### src/rtl/sal_sched_pkg.sv
// Shared types and constants for the DDR2 per-channel command scheduler.
// Ports: none (package). Provides cmd_t, ras_n/cas_n/we_n encodings, A10 index.
// Default DRAM/DFI widths are defined here when the build does not supply them.

`ifndef DRAM_BA_WIDTH
  `define DRAM_BA_WIDTH 3
`endif
`ifndef DRAM_RA_WIDTH
  `define DRAM_RA_WIDTH 14
`endif
`ifndef DRAM_CA_WIDTH
  `define DRAM_CA_WIDTH 10
`endif
`ifndef DFI_CS_WIDTH
  `define DFI_CS_WIDTH 1
`endif
`ifndef DFI_BA_WIDTH
  `define DFI_BA_WIDTH 3
`endif
`ifndef DFI_ADDR_WIDTH
  `define DFI_ADDR_WIDTH 14
`endif
`ifndef T_RRD_WIDTH
  `define T_RRD_WIDTH 4
`endif
`ifndef T_CCD_WIDTH
  `define T_CCD_WIDTH 4
`endif
`ifndef T_WTR_WIDTH
  `define T_WTR_WIDTH 4
`endif
`ifndef T_RTW_WIDTH
  `define T_RTW_WIDTH 4
`endif

package sal_sched_pkg;

  typedef enum logic [2:0] {
    CMD_NOP,
    CMD_ACT,
    CMD_RD,
    CMD_WR,
    CMD_PRE,
    CMD_REF
  } cmd_t;

  // {ras_n, cas_n, we_n}
  localparam logic [2:0] RCW_NOP = 3'b111;
  localparam logic [2:0] RCW_ACT = 3'b011;
  localparam logic [2:0] RCW_RD  = 3'b101;
  localparam logic [2:0] RCW_WR  = 3'b100;
  localparam logic [2:0] RCW_PRE = 3'b010;
  localparam logic [2:0] RCW_REF = 3'b001;

  // Auto-precharge / all-bank bit of the address bus.
  localparam int A10_BIT = 10;

  function automatic logic [2:0] cmd_rcw(cmd_t c);
    case (c)
      CMD_ACT: return RCW_ACT;
      CMD_RD:  return RCW_RD;
      CMD_WR:  return RCW_WR;
      CMD_PRE: return RCW_PRE;
      CMD_REF: return RCW_REF;
      default: return RCW_NOP;
    endcase
  endfunction

endpackage

### src/rtl/ddr_cmd_scheduler_if.sv
// Bank-controller side of the scheduler: per-bank request/grant vectors plus
// packed per-bank row/column addresses. master = bank controllers (drive req,
// ra, ca; receive gnt), slave = scheduler.

interface ddr_cmd_scheduler_if #(
  parameter int NUM_BANKS = 8,
  parameter int RA_W      = `DRAM_RA_WIDTH,
  parameter int CA_W      = `DRAM_CA_WIDTH
);
  logic [NUM_BANKS-1:0]      act_req, rd_req, wr_req, pre_req, ref_req;
  logic [NUM_BANKS-1:0]      act_gnt, rd_gnt, wr_gnt, pre_gnt, ref_gnt;
  logic [NUM_BANKS*RA_W-1:0] ra;
  logic [NUM_BANKS*CA_W-1:0] ca;

  modport master (
    output act_req, rd_req, wr_req, pre_req, ref_req, ra, ca,
    input  act_gnt, rd_gnt, wr_gnt, pre_gnt, ref_gnt
  );

  modport slave (
    input  act_req, rd_req, wr_req, pre_req, ref_req, ra, ca,
    output act_gnt, rd_gnt, wr_gnt, pre_gnt, ref_gnt
  );
endinterface

### src/rtl/sal_rr_arbiter.sv
// Per-class bank arbiter: N requests in, one-hot grant out (combinational).
// Ports: clk, rst_n (sync, active low), req, en (grant consumed), gnt.
// SAL_SCHED_RR_EN defined: round-robin, pointer moves past the granted bank on en.
// SAL_SCHED_RR_EN undefined: fixed priority, lowest index wins, no pointer.

module sal_rr_arbiter #(
  parameter int N = 8
) (
  input  logic         clk,
  input  logic         rst_n,
  input  logic [N-1:0] req,
  input  logic         en,
  output logic [N-1:0] gnt
);

`ifdef SAL_SCHED_RR_EN
  localparam int PW = (N > 1) ? $clog2(N) : 1;

  logic [PW-1:0] ptr_q, ptr_d;

  always_comb begin
    logic [PW-1:0] bidx;
    logic          found;
    gnt   = '0;
    ptr_d = ptr_q;
    found = 1'b0;
    bidx  = '0;
    // N is a power of two, so the PW-bit add wraps modulo N.
    for (int i = 0; i < N; i++) begin
      bidx = ptr_q + PW'(i);
      if (!found && req[bidx]) begin
        found     = 1'b1;
        gnt[bidx] = 1'b1;
        ptr_d     = bidx + 1'b1;
      end
    end
    if (!en) ptr_d = ptr_q;
  end

  always_ff @(posedge clk) begin
    if (!rst_n) ptr_q <= '0;
    else        ptr_q <= ptr_d;
  end
`else
  // Isolate the lowest set request bit.
  assign gnt = req & (~req + 1'b1);

  logic unused_sigs;
  assign unused_sigs = &{1'b0, clk, rst_n, en};
`endif

endmodule

### src/rtl/ddr_cmd_scheduler.sv
// Per-channel DDR2 command scheduler: picks one REF/RD/WR/ACT/PRE per cycle,
// enforces t_rrd/t_ccd/t_wtr/t_rtw, registers the DFI command, makes rddata_en.
// Ports: clk, rst_n (sync active low), bank (if slave: req/gnt/ra/ca), t_* timings,
// dfi_rden_lat, DFI control outputs. Bank arbitration mode set by SAL_SCHED_RR_EN.

module ddr_cmd_scheduler
  import sal_sched_pkg::*;
#(
  parameter int NUM_BANKS   = 8,
  parameter int RDEN_CYCLES = 2
) (
  input  logic                       clk,
  input  logic                       rst_n,
  ddr_cmd_scheduler_if.slave         bank,
  input  logic [`T_RRD_WIDTH-1:0]    t_rrd,
  input  logic [`T_CCD_WIDTH-1:0]    t_ccd,
  input  logic [`T_WTR_WIDTH-1:0]    t_wtr,
  input  logic [`T_RTW_WIDTH-1:0]    t_rtw,
  input  logic [3:0]                 dfi_rden_lat,
  output logic                       dfi_cke,
  output logic [`DFI_CS_WIDTH-1:0]   dfi_cs_n,
  output logic                       dfi_ras_n,
  output logic                       dfi_cas_n,
  output logic                       dfi_we_n,
  output logic [`DFI_BA_WIDTH-1:0]   dfi_ba,
  output logic [`DFI_ADDR_WIDTH-1:0] dfi_addr,
  output logic                       dfi_odt,
  output logic                       dfi_rddata_en
);

  localparam int BA_W   = `DRAM_BA_WIDTH;
  localparam int RA_W   = `DRAM_RA_WIDTH;
  localparam int CA_W   = `DRAM_CA_WIDTH;
  localparam int CS_W   = `DFI_CS_WIDTH;
  localparam int DBA_W  = `DFI_BA_WIDTH;
  localparam int ADDR_W = `DFI_ADDR_WIDTH;
  // Room for the largest latency plus the full window length.
  localparam int SR_W   = 16 + RDEN_CYCLES;

  logic [`T_RRD_WIDTH-1:0] rrd_cnt_q, rrd_cnt_d;
  logic [`T_CCD_WIDTH-1:0] ccd_cnt_q, ccd_cnt_d;
  logic [`T_WTR_WIDTH-1:0] wtr_cnt_q, wtr_cnt_d;
  logic [`T_RTW_WIDTH-1:0] rtw_cnt_q, rtw_cnt_d;

  logic                 cke_q, cke_d;
  logic [CS_W-1:0]      cs_n_q, cs_n_d;
  logic [2:0]           rcw_q, rcw_d;
  logic [DBA_W-1:0]     ba_q, ba_d;
  logic [ADDR_W-1:0]    addr_q, addr_d;
  logic [SR_W-1:0]      sr_q, sr_d;

  logic                 rd_ok, wr_ok, act_ok;
  logic [NUM_BANKS-1:0] rd_req_ok, wr_req_ok, cas_req, act_req_ok;
  logic [NUM_BANKS-1:0] ref_sel, cas_sel, act_sel, pre_sel;
  logic                 ref_win, cas_win, act_win, pre_win;
  logic [NUM_BANKS-1:0] rd_gnt, wr_gnt;

  // Eligibility: a constrained command waits for all of its counters to drain.
  assign rd_ok      = (ccd_cnt_q == '0) && (wtr_cnt_q == '0);
  assign wr_ok      = (ccd_cnt_q == '0) && (rtw_cnt_q == '0);
  assign act_ok     = (rrd_cnt_q == '0);
  assign rd_req_ok  = rd_ok  ? bank.rd_req  : '0;
  assign wr_req_ok  = wr_ok  ? bank.wr_req  : '0;
  assign act_req_ok = act_ok ? bank.act_req : '0;
  assign cas_req    = rd_req_ok | wr_req_ok;

  // Class priority REF > CAS > ACT > PRE; blocked classes have empty req here.
  assign ref_win = |bank.ref_req;
  assign cas_win = !ref_win && (|cas_req);
  assign act_win = !ref_win && !cas_win && (|act_req_ok);
  assign pre_win = !ref_win && !cas_win && !act_win && (|bank.pre_req);

  sal_rr_arbiter #(.N(NUM_BANKS)) u_ref_arb (
    .clk(clk), .rst_n(rst_n), .req(bank.ref_req), .en(ref_win), .gnt(ref_sel));
  sal_rr_arbiter #(.N(NUM_BANKS)) u_cas_arb (
    .clk(clk), .rst_n(rst_n), .req(cas_req), .en(cas_win), .gnt(cas_sel));
  sal_rr_arbiter #(.N(NUM_BANKS)) u_act_arb (
    .clk(clk), .rst_n(rst_n), .req(act_req_ok), .en(act_win), .gnt(act_sel));
  sal_rr_arbiter #(.N(NUM_BANKS)) u_pre_arb (
    .clk(clk), .rst_n(rst_n), .req(bank.pre_req), .en(pre_win), .gnt(pre_sel));

  // A bank asserting both RD and WR gets the read; the write stays pending.
  assign rd_gnt       = cas_win ? (cas_sel & rd_req_ok) : '0;
  assign wr_gnt       = cas_win ? (cas_sel & wr_req_ok & ~rd_req_ok) : '0;
  assign bank.ref_gnt = ref_win ? ref_sel : '0;
  assign bank.rd_gnt  = rd_gnt;
  assign bank.wr_gnt  = wr_gnt;
  assign bank.act_gnt = act_win ? act_sel : '0;
  assign bank.pre_gnt = pre_win ? pre_sel : '0;

  always_comb begin
    logic [NUM_BANKS-1:0] gnt_all;
    logic [BA_W-1:0]      gnt_idx;
    logic [RA_W-1:0]      ra_sel;
    logic [CA_W-1:0]      ca_sel;
    cmd_t                 cmd_sel;

    gnt_all = bank.ref_gnt | rd_gnt | wr_gnt | bank.act_gnt | bank.pre_gnt;
    gnt_idx = '0;
    ra_sel  = '0;
    ca_sel  = '0;
    for (int b = 0; b < NUM_BANKS; b++) begin
      if (gnt_all[b]) begin
        gnt_idx = BA_W'(b);
        ra_sel  = bank.ra[b*RA_W +: RA_W];
        ca_sel  = bank.ca[b*CA_W +: CA_W];
      end
    end

    cmd_sel = CMD_NOP;
    if (ref_win)       cmd_sel = CMD_REF;
    else if (|rd_gnt)  cmd_sel = CMD_RD;
    else if (|wr_gnt)  cmd_sel = CMD_WR;
    else if (act_win)  cmd_sel = CMD_ACT;
    else if (pre_win)  cmd_sel = CMD_PRE;

    cke_d  = 1'b1;
    cs_n_d = ~CS_W'(1);   // only rank 0 selected
    rcw_d  = cmd_rcw(cmd_sel);
    ba_d   = '0;
    addr_d = '0;
    case (cmd_sel)
      CMD_ACT: begin
        ba_d   = DBA_W'(gnt_idx);
        addr_d = ADDR_W'(ra_sel);
      end
      CMD_RD, CMD_WR: begin
        ba_d            = DBA_W'(gnt_idx);
        addr_d          = ADDR_W'(ca_sel);
        addr_d[A10_BIT] = 1'b0;
      end
      CMD_PRE: ba_d = DBA_W'(gnt_idx);
      default: ;
    endcase

    // Counters load t-1 so the command is legal again exactly t cycles later.
    rrd_cnt_d = (rrd_cnt_q == '0) ? '0 : rrd_cnt_q - 1'b1;
    ccd_cnt_d = (ccd_cnt_q == '0) ? '0 : ccd_cnt_q - 1'b1;
    wtr_cnt_d = (wtr_cnt_q == '0) ? '0 : wtr_cnt_q - 1'b1;
    rtw_cnt_d = (rtw_cnt_q == '0) ? '0 : rtw_cnt_q - 1'b1;
    if (act_win) rrd_cnt_d = (t_rrd == '0) ? '0 : t_rrd - 1'b1;
    if (cas_win) ccd_cnt_d = (t_ccd == '0) ? '0 : t_ccd - 1'b1;
    if (|rd_gnt) rtw_cnt_d = (t_rtw == '0) ? '0 : t_rtw - 1'b1;
    if (|wr_gnt) wtr_cnt_d = (t_wtr == '0) ? '0 : t_wtr - 1'b1;

    // The RD leaves on the DFI next cycle; bit 0 of sr_q drives rddata_en,
    // so tagging at bit lat lands the window lat cycles after the command.
    sr_d = sr_q >> 1;
    if (|rd_gnt) sr_d = sr_d | (SR_W'({RDEN_CYCLES{1'b1}}) << dfi_rden_lat);
  end

  always_ff @(posedge clk) begin
    if (!rst_n) begin
      rrd_cnt_q <= '0;
      ccd_cnt_q <= '0;
      wtr_cnt_q <= '0;
      rtw_cnt_q <= '0;
      cke_q     <= 1'b0;
      cs_n_q    <= '1;
      rcw_q     <= RCW_NOP;
      ba_q      <= '0;
      addr_q    <= '0;
      sr_q      <= '0;
    end else begin
      rrd_cnt_q <= rrd_cnt_d;
      ccd_cnt_q <= ccd_cnt_d;
      wtr_cnt_q <= wtr_cnt_d;
      rtw_cnt_q <= rtw_cnt_d;
      cke_q     <= cke_d;
      cs_n_q    <= cs_n_d;
      rcw_q     <= rcw_d;
      ba_q      <= ba_d;
      addr_q    <= addr_d;
      sr_q      <= sr_d;
    end
  end

  assign dfi_cke       = cke_q;
  assign dfi_cs_n      = cs_n_q;
  assign dfi_ras_n     = rcw_q[2];
  assign dfi_cas_n     = rcw_q[1];
  assign dfi_we_n      = rcw_q[0];
  assign dfi_ba        = ba_q;
  assign dfi_addr      = addr_q;
  assign dfi_odt       = 1'b0;
  assign dfi_rddata_en = sr_q[0];

endmodule
### src/flat_wrapper.sv
// flat-port wrapper written by rule: the top's interface ports become plain ports
module ddr_cmd_scheduler_flat import sal_sched_pkg::*;
#(
  parameter int NUM_BANKS   = 8,
  parameter int RDEN_CYCLES = 2
)
  (clk, rst_n, t_rrd, t_ccd, t_wtr, t_rtw, dfi_rden_lat, dfi_cke, dfi_cs_n, dfi_ras_n, dfi_cas_n, dfi_we_n, dfi_ba, dfi_addr, dfi_odt, dfi_rddata_en, bank_act_req, bank_rd_req, bank_wr_req, bank_pre_req, bank_ref_req, bank_ra, bank_ca, bank_act_gnt, bank_rd_gnt, bank_wr_gnt, bank_pre_gnt, bank_ref_gnt);
  ddr_cmd_scheduler_if #(.NUM_BANKS(NUM_BANKS)) bank_i ();
  input  logic clk;
  input  logic rst_n;
  input  logic [`T_RRD_WIDTH-1:0] t_rrd;
  input  logic [`T_CCD_WIDTH-1:0] t_ccd;
  input  logic [`T_WTR_WIDTH-1:0] t_wtr;
  input  logic [`T_RTW_WIDTH-1:0] t_rtw;
  input  logic [3:0] dfi_rden_lat;
  output logic dfi_cke;
  output logic [`DFI_CS_WIDTH-1:0] dfi_cs_n;
  output logic dfi_ras_n;
  output logic dfi_cas_n;
  output logic dfi_we_n;
  output logic [`DFI_BA_WIDTH-1:0] dfi_ba;
  output logic [`DFI_ADDR_WIDTH-1:0] dfi_addr;
  output logic dfi_odt;
  output logic dfi_rddata_en;
  input wire logic [$bits(bank_i.act_req)-1:0] bank_act_req;
  input wire logic [$bits(bank_i.rd_req)-1:0] bank_rd_req;
  input wire logic [$bits(bank_i.wr_req)-1:0] bank_wr_req;
  input wire logic [$bits(bank_i.pre_req)-1:0] bank_pre_req;
  input wire logic [$bits(bank_i.ref_req)-1:0] bank_ref_req;
  input wire logic [$bits(bank_i.ra)-1:0] bank_ra;
  input wire logic [$bits(bank_i.ca)-1:0] bank_ca;
  output wire logic [$bits(bank_i.act_gnt)-1:0] bank_act_gnt;
  output wire logic [$bits(bank_i.rd_gnt)-1:0] bank_rd_gnt;
  output wire logic [$bits(bank_i.wr_gnt)-1:0] bank_wr_gnt;
  output wire logic [$bits(bank_i.pre_gnt)-1:0] bank_pre_gnt;
  output wire logic [$bits(bank_i.ref_gnt)-1:0] bank_ref_gnt;
  assign bank_i.act_req = bank_act_req;
  assign bank_i.rd_req = bank_rd_req;
  assign bank_i.wr_req = bank_wr_req;
  assign bank_i.pre_req = bank_pre_req;
  assign bank_i.ref_req = bank_ref_req;
  assign bank_i.ra = bank_ra;
  assign bank_i.ca = bank_ca;
  assign bank_act_gnt = bank_i.act_gnt;
  assign bank_rd_gnt = bank_i.rd_gnt;
  assign bank_wr_gnt = bank_i.wr_gnt;
  assign bank_pre_gnt = bank_i.pre_gnt;
  assign bank_ref_gnt = bank_i.ref_gnt;
  ddr_cmd_scheduler #(.NUM_BANKS(NUM_BANKS), .RDEN_CYCLES(RDEN_CYCLES)) u_core (.clk(clk), .rst_n(rst_n), .bank(bank_i), .t_rrd(t_rrd), .t_ccd(t_ccd), .t_wtr(t_wtr), .t_rtw(t_rtw), .dfi_rden_lat(dfi_rden_lat), .dfi_cke(dfi_cke), .dfi_cs_n(dfi_cs_n), .dfi_ras_n(dfi_ras_n), .dfi_cas_n(dfi_cas_n), .dfi_we_n(dfi_we_n), .dfi_ba(dfi_ba), .dfi_addr(dfi_addr), .dfi_odt(dfi_odt), .dfi_rddata_en(dfi_rddata_en));
endmodule
### config.mk
export PLATFORM = sky130hd
export DESIGN_NAME = ddr_cmd_scheduler_flat
export DESIGN_NICKNAME = d
export VERILOG_FILES = /design/src/rtl/sal_sched_pkg.sv /design/src/rtl/ddr_cmd_scheduler_if.sv /design/src/rtl/sal_rr_arbiter.sv /design/src/rtl/ddr_cmd_scheduler.sv /design/src/flat_wrapper.sv
export SDC_FILE = /design/constraint.sdc
export NUM_CORES = 1
export LEC_CHECK = 0
export CAP_MARGIN = 20
export CORE_AREA = 2 2 125 127
export DETAILED_ROUTE_END_ITERATION = 6
export DIE_AREA = 0 0 127 129
export GPL_ROUTABILITY_DRIVEN = 1
export PLACE_DENSITY = 0.7
export SLEW_MARGIN = 20
export SYNTH_ARGS = -nofsm -noshare
export SYNTH_HDL_FRONTEND = slang
export SYNTH_SLANG_ARGS = --single-unit
### constraint.sdc
create_clock -name clk -period 3.3 [get_ports clk]
set_input_delay 0.495 -clock clk [delete_from_list [all_inputs] [get_ports clk]]
set_output_delay 0.495 -clock clk [all_outputs]
set_load 0.005 [all_outputs]
==> metrics.yaml, run 1 <==
cells_and_area:
  final_common_cell: "clkdlybuf4s50_1"
  nets: 1300
  drive_gt1_share_pct: 24.1
  fill_cells: 1256
  final_core_util_pct: 63.9
  area_growth_syn_to_layout_pct: 115
  final_cell_mix: "clkdlybuf4s50_1 (289), buf_4 (152), nor2_1 (72)"
  antenna_cells: 0
worst_setup_path:
  end_kind: "register"
  start_kind: "register"
  cp.required_ns: 3.49
  crit_path_max_fanout: 8
  critical_path_arrival_ns: 3.65
  path_class: "reg -> reg"
yosys:
  synth_top_area_share_pct: 24.8
  yosysSeqAreaShare_pct: 24.8
  synthCells: 587
  synthXorXnorAreaFrac_pct: 0.197
  synth-edff-count: 0
  yosys.area_share.adder_pct: 0.564
  synth_compound_area_share_pct: 34.3
  synth.distinct_cells: 66
  synth_fp_nets: 843
  yosys_register_bits: 55
  synthMuxAreaShare_pct: 0.507
  synth_top_flop_cell: "dfxtp_1"
  avgSynthCellArea_um2: 7.56
  syn-cell-area_mm2: 0.00444
  synthArstFlopShare_pct: 0
  yosys-top-cells-area: "dfxtp_1 (25%), a222oi_1 (9.0%), nor2_1 (6.4%)"
  ys_warn_count: 0
  synth_top_cell_by_area: "dfxtp_1"
  synth-simple-area-share_pct: 32.7
  synth_top_family_by_area: "compound AO/OA/AOI/OAI gates"
grt:
  grt_pass1_wl_um: 36500
  overflow: 0
  antenna_found_initial: 1
  grtUsageTotal_pct: 28.6
  grt_max_degree: 25
  grt_pass1_vias: 6615
drt:
  viasPerCell: 5.64
  drt_first_pass_iters: 7
  drt_iter0_markers: 930
  wirelength_um: 25400
  wl_per_cell_um: 20.6
  drtAntennaViolNets: 0
  vias: 6959
  drc: 0
sta:
  fin_hold_ws_ns: 0.444
  period_share_pct: 105
  finalSetupViolations: 7
  fin_ws_ns: -0.160
  rsz0062_at_grt: "true"
  slew_headroom_pct: 65.2
  min_period_ns: 3.46
  slew_viol_final: 0
  fmax_ghz: 0.289
  worstMarginPinSlew_ns: 0.522
  clock_skew_ns: 0.00649
  final-hold-violation-count: 0
clock_tree:
  cts_sinks: 55
  cts.clk_slew.worst_paths_ns: 0.08
  cts_tree: "built"
  cts-root-buf: "clkbuf_16"
  cts_max_level: 2
  cts_max_path_buffers: 2
  postCtsHoldBufs: 0
  clkLatencyLatePin_ns: 0.31
  cts_inserted_buffers: 5
floorplan:
  fp.dieW_um: 127
  rows: 45
  ioPinCount: 318
  initial_core_util_pct: 29.6
  dieHeight_um: 129
  die_area_mm2: 0.0164
  coreArea_mm2: 0.0150
place:
  dpl.hpwl_um: 20100
  routabilityCongestion: 0.998
  port_buffers: 316
  place_ws_ns: -0.424
status:
  failed_checks: "negative setup slack"
  outcome: "complete, but fails checks"
power:
  peakVddDrop_mv: 0.206
  p_leak_nw: 3.86
  power.density_mw_per_mm2: 196
flow_run:
  maxCapViolations: 0
hold_path:
  hp-class: "reg -> reg"
Yosys cell counts, types with 6 or more instances:
| cell type | instances |
|---|---|
| a311oi_1 | 6 |
| clkbuf_1 | 19 |
| a222oi_1 | 40 |
| a22oi_1 | 26 |
| dfxtp_1 | 55 |
| nor4_1 | 11 |
| a221o_1 | 6 |
| nand4_1 | 7 |
| or4_1 | 14 |
| and4_1 | 6 |
| a31oi_1 | 13 |
| nor3_1 | 27 |
| o22ai_1 | 11 |
| o21ai_0 | 14 |
| buf_6 | 8 |
| buf_2 | 12 |
| inv_1 | 13 |
| or3_1 | 13 |
| a21oi_1 | 52 |
| nand2_1 | 44 |
| nand3_1 | 7 |
| and2_1 | 12 |
| nor2_1 | 76 |
| nand3b_1 | 7 |
| nor3b_1 | 6 |
cell families (layout without fill, tap and decap cells):
kind of cell               after synthesis  count (layout)
DFF                                     55              55
adders and majority gates                2               2
xor gates and xnor gates                 1               1
other                                    1               1
and+or+nand+nor                        266             266
AOI/OAI and AO/OA                      204             205
buffers and inverters                   56             513
muxes                                    2               2
final cells by class:
type	instances	area, um2	share of cell area [%]
timing repair buffer	492	4710	49.2
clock inverter	3	28.8	0.301
inverter	13	48.8	0.510
multi-input combinational	477	3320	34.7
tap	188	235	2.46
clock buffer	5	125	1.31
sequential	55	1100	11.5
metrics by stage:
step	cells	setup TNS (ns)	instance area (um2)	total power, mW
floorplan	587	0	4440	0.809
global placement	1202	-10.70	8870	1.25
detailed placement	1202	-12.16	8870	1.25
CTS	1224	-0.367	9350	1.86
global route	1233	-1.59	9570	1.94
finish	1233	-0.561	9570	1.87
routing by layer:
layer,track usage (%),share of wire (%)
met4,5.69,1.7
met5,0,0.051
met3,6.57,9.7
met1,38.3,42
met2,47.4,46
registers in the layout, indices dropped and copies added, names as in the netlist:
| register | flops |
|---|---|
| u_core.rrd_cnt_q | 4 |
| u_core.dfi_cke | 1 |
| u_core.rcw_q | 3 |
| u_core.rtw_cnt_q | 4 |
| u_core.ccd_cnt_q | 4 |
| u_core.wtr_cnt_q | 4 |
| u_core.dfi_ba | 3 |
| u_core.dfi_cs_n | 1 |
| u_core.sr_q | 17 |
| u_core.dfi_addr | 14 |
final timing paths:
path,cells after the start,endpoint,startpoint,slack (ns)
setup / recovery,10,u_core.dfi_addr[8],u_core.rtw_cnt_q[2],-0.16
hold / removal,2,u_core.sr_q[13],u_core.sr_q[14],0.44
setup reg to reg,10,u_core.dfi_addr[8],u_core.rtw_cnt_q[2],-0.16
hold reg to reg,2,u_core.sr_q[13],u_core.sr_q[14],0.44
repair_timing:
item,in CTS,in global routing
gates resized for setup,73,34
gates cloned,1,2
pin swaps,17,31
setup buffers,14,9
setup endpoints to repair,44,31
report_power, final:
group	leakage, nW	internal, mW	total [mW]	switching (mW)
Clock	0.0767	0.294	0.597	0.302
Combinational	3.33	0.396	0.610	0.213
Sequential	0.445	0.666	0.667	0.00108
critical path, stage by stage (launching register included):
cell and delay [ns]:
dfxtp_2 0.33, or4_4 0.58, buf_6 0.15, o2bb2ai_4 0.27, a2111oi_2 0.13, buf_4 0.16
or4_4 0.56, buf_4 0.19, a222oi_1 0.37, a31oi_1 0.18, or4_1 0.41
Power figures use the tool's default switching activity.
==> inputs of run 2 (changes only) <==
Settings changed: CTS_CLUSTER_SIZE from default to 20.
==> results of run 2 <==
The final DEF is identical to that of run 1; final timing and power are the same.
==> inputs of run 3 (changes only) <==
Settings changed: CAP_MARGIN 20 to 5.
==> results of run 3 <==
The final DEF is identical to that of run 1; final timing and power are the same.
==> patch (config.mk and constraints of run 2) <==
Change the macro `T_WTR_WIDTH` from 4 to 6.
--- a/src/rtl/sal_sched_pkg.sv
+++ b/src/rtl/sal_sched_pkg.sv
@@ -27,7 +27,7 @@
   `define T_CCD_WIDTH 4
 `endif
 `ifndef T_WTR_WIDTH
-  `define T_WTR_WIDTH 4
+  `define T_WTR_WIDTH 6
 `endif
 `ifndef T_RTW_WIDTH
   `define T_RTW_WIDTH 4
Interface: changed (resized t_wtr); port bits go from 318 to 320. No check against the original RTL was run, so the function may have changed too.
==> patch against run 2 <==
  * The run still ends with negative setup slack left
  * Highest routed layer is now met4
  * Sequential share of layout area is 1.1 points lower
  * Via count increased by 15%
  * Core utilization rose by 9.8 points
  * Worst setup slack better by 0.13 ns
  * Routed wire length rose by 22%
  * Global-route usage rose by 6.0 points
  * Critical path depth rose by 3
  * Area after synthesis up 18%
  * Sequential cell count rose by 2
  * Die area stayed put
  * Design area grew 15%
Power is not compared: it rests on default switching activity, and its combinational part moved more than twofold at a synthesized area within 25%.
==> patch: results (changes against run 2) <==
placement:
  dp.final_hpwl_um: 23300  # +16%
  place_ws_ns: -0.478  # -0.0540 ns
  dpl_cell_area_um2: 9780  # +10%
layout:
  nMultiInputCombCells: 575  # +21%
  non_clock_buffer_count: 508  # +3.3%
  clkCellAreaFrac: 0.0279  # +0.0118
  antenna_cells: 1  # +1
  drive_gt1_frac: 0.271  # +0.0297
  n_fill_cell: 1204  # -4.1%
  multi_input_area_share: 0.388  # +0.0404
synthesis:
  syn_nets: 979  # +16%
  synthTopCellsByCount: "79 x nor2_1, 57 x dfxtp_1, 49 x nand2_1, 47 x nor3_1, 37 x a22oi_1"
  synth.distinct_cells: 78  # +18%
sta:
  setup_viol: 1  # -6
  relSlewSlack: 0.585  # -0.0661
  timing.final.ws_setup_ns: -0.0265  # +0.133 ns
clock_tree:
  clk_latency_ns: 0.36  # +0.05 ns
  cts-buffers-inserted: 9  # +4
  postCtsSetupRepairBufs: 11  # -3
outcome:
  status: "complete, but fails checks"
  violations: "negative setup slack"
routing:
  drt-wirelength-per-cell_um: 22.5  # +9.5%
worst_setup_path:
  crit_path_max_fanout: 14  # +6
  critPathMaxStageDelay_ns: 0.56  # -0.02 ns
global_routing:
  grt_pass1_wl_um: 43200  # +18%
-- patch: changes by cell type in the layout (fill, tap and decap cells not counted), sizes merged, moves of 14 or more --
cell    change
clkbuf     +14
a211oi     +19
nor3       +20
a22o       +18
inv        +20
a21oi      -35
a222oi     -36
o21ai      +22
and2       +16
-- patch: cell families after synthesis --
family	after synthesis	synth area share
fa+ha+maj	6	0.0143
flops	57	0.217
xor+xnor	8	0.0133
other cells	1	0.000714
simple gates	327	0.342
mux	4	0.00810
buf+inv	85	0.0717
compound gates	229	0.332
-- patch: worst paths after layout --
| path | slack [ns] | endpoint | cells past startpoint | from |
|---|---|---|---|---|
| worst max-delay path | -0.03 | u_core.dfi_addr[8]$_SDFF_PN0_ | 13 | u_core.rtw_cnt_q[2]$_SDFF_PN0_ |
| worst min-delay path | 0.43 | u_core.sr_q[12]$_SDFF_PN0_ | 2 | u_core.sr_q[13]$_SDFF_PN0_ |
| worst max register to register | -0.03 | u_core.dfi_addr[8]$_SDFF_PN0_ | 13 | u_core.rtw_cnt_q[2]$_SDFF_PN0_ |
| worst min register to register | 0.43 | u_core.sr_q[12]$_SDFF_PN0_ | 2 | u_core.sr_q[13]$_SDFF_PN0_ |
-- patch: power by group through the flow --
stage | Combinational, mW | Clock [mW] | Sequential [mW]
final | 1.39 | 1.01 | 0.743
after global routing | 1.48 | 1.05 | 0.746
after CTS | 1.29 | 1.02 | 0.739
after detailed placement | 1.23 | 0 | 0.750
after global placement | 1.22 | 0 | 0.748
after floorplan | 0.518 | 0 | 0.752
-- patch: routing by layer --
metal | global-route usage | routed length, µm | vias up
met5 | 0 | 0 | -
met1 | 0.429 | 12300 | 3745
li1 | - | - | 3697
met2 | 0.568 | 14500 | 482
met3 | 0.0985 | 3010 | 92
met4 | 0.138 | 1220 | 0
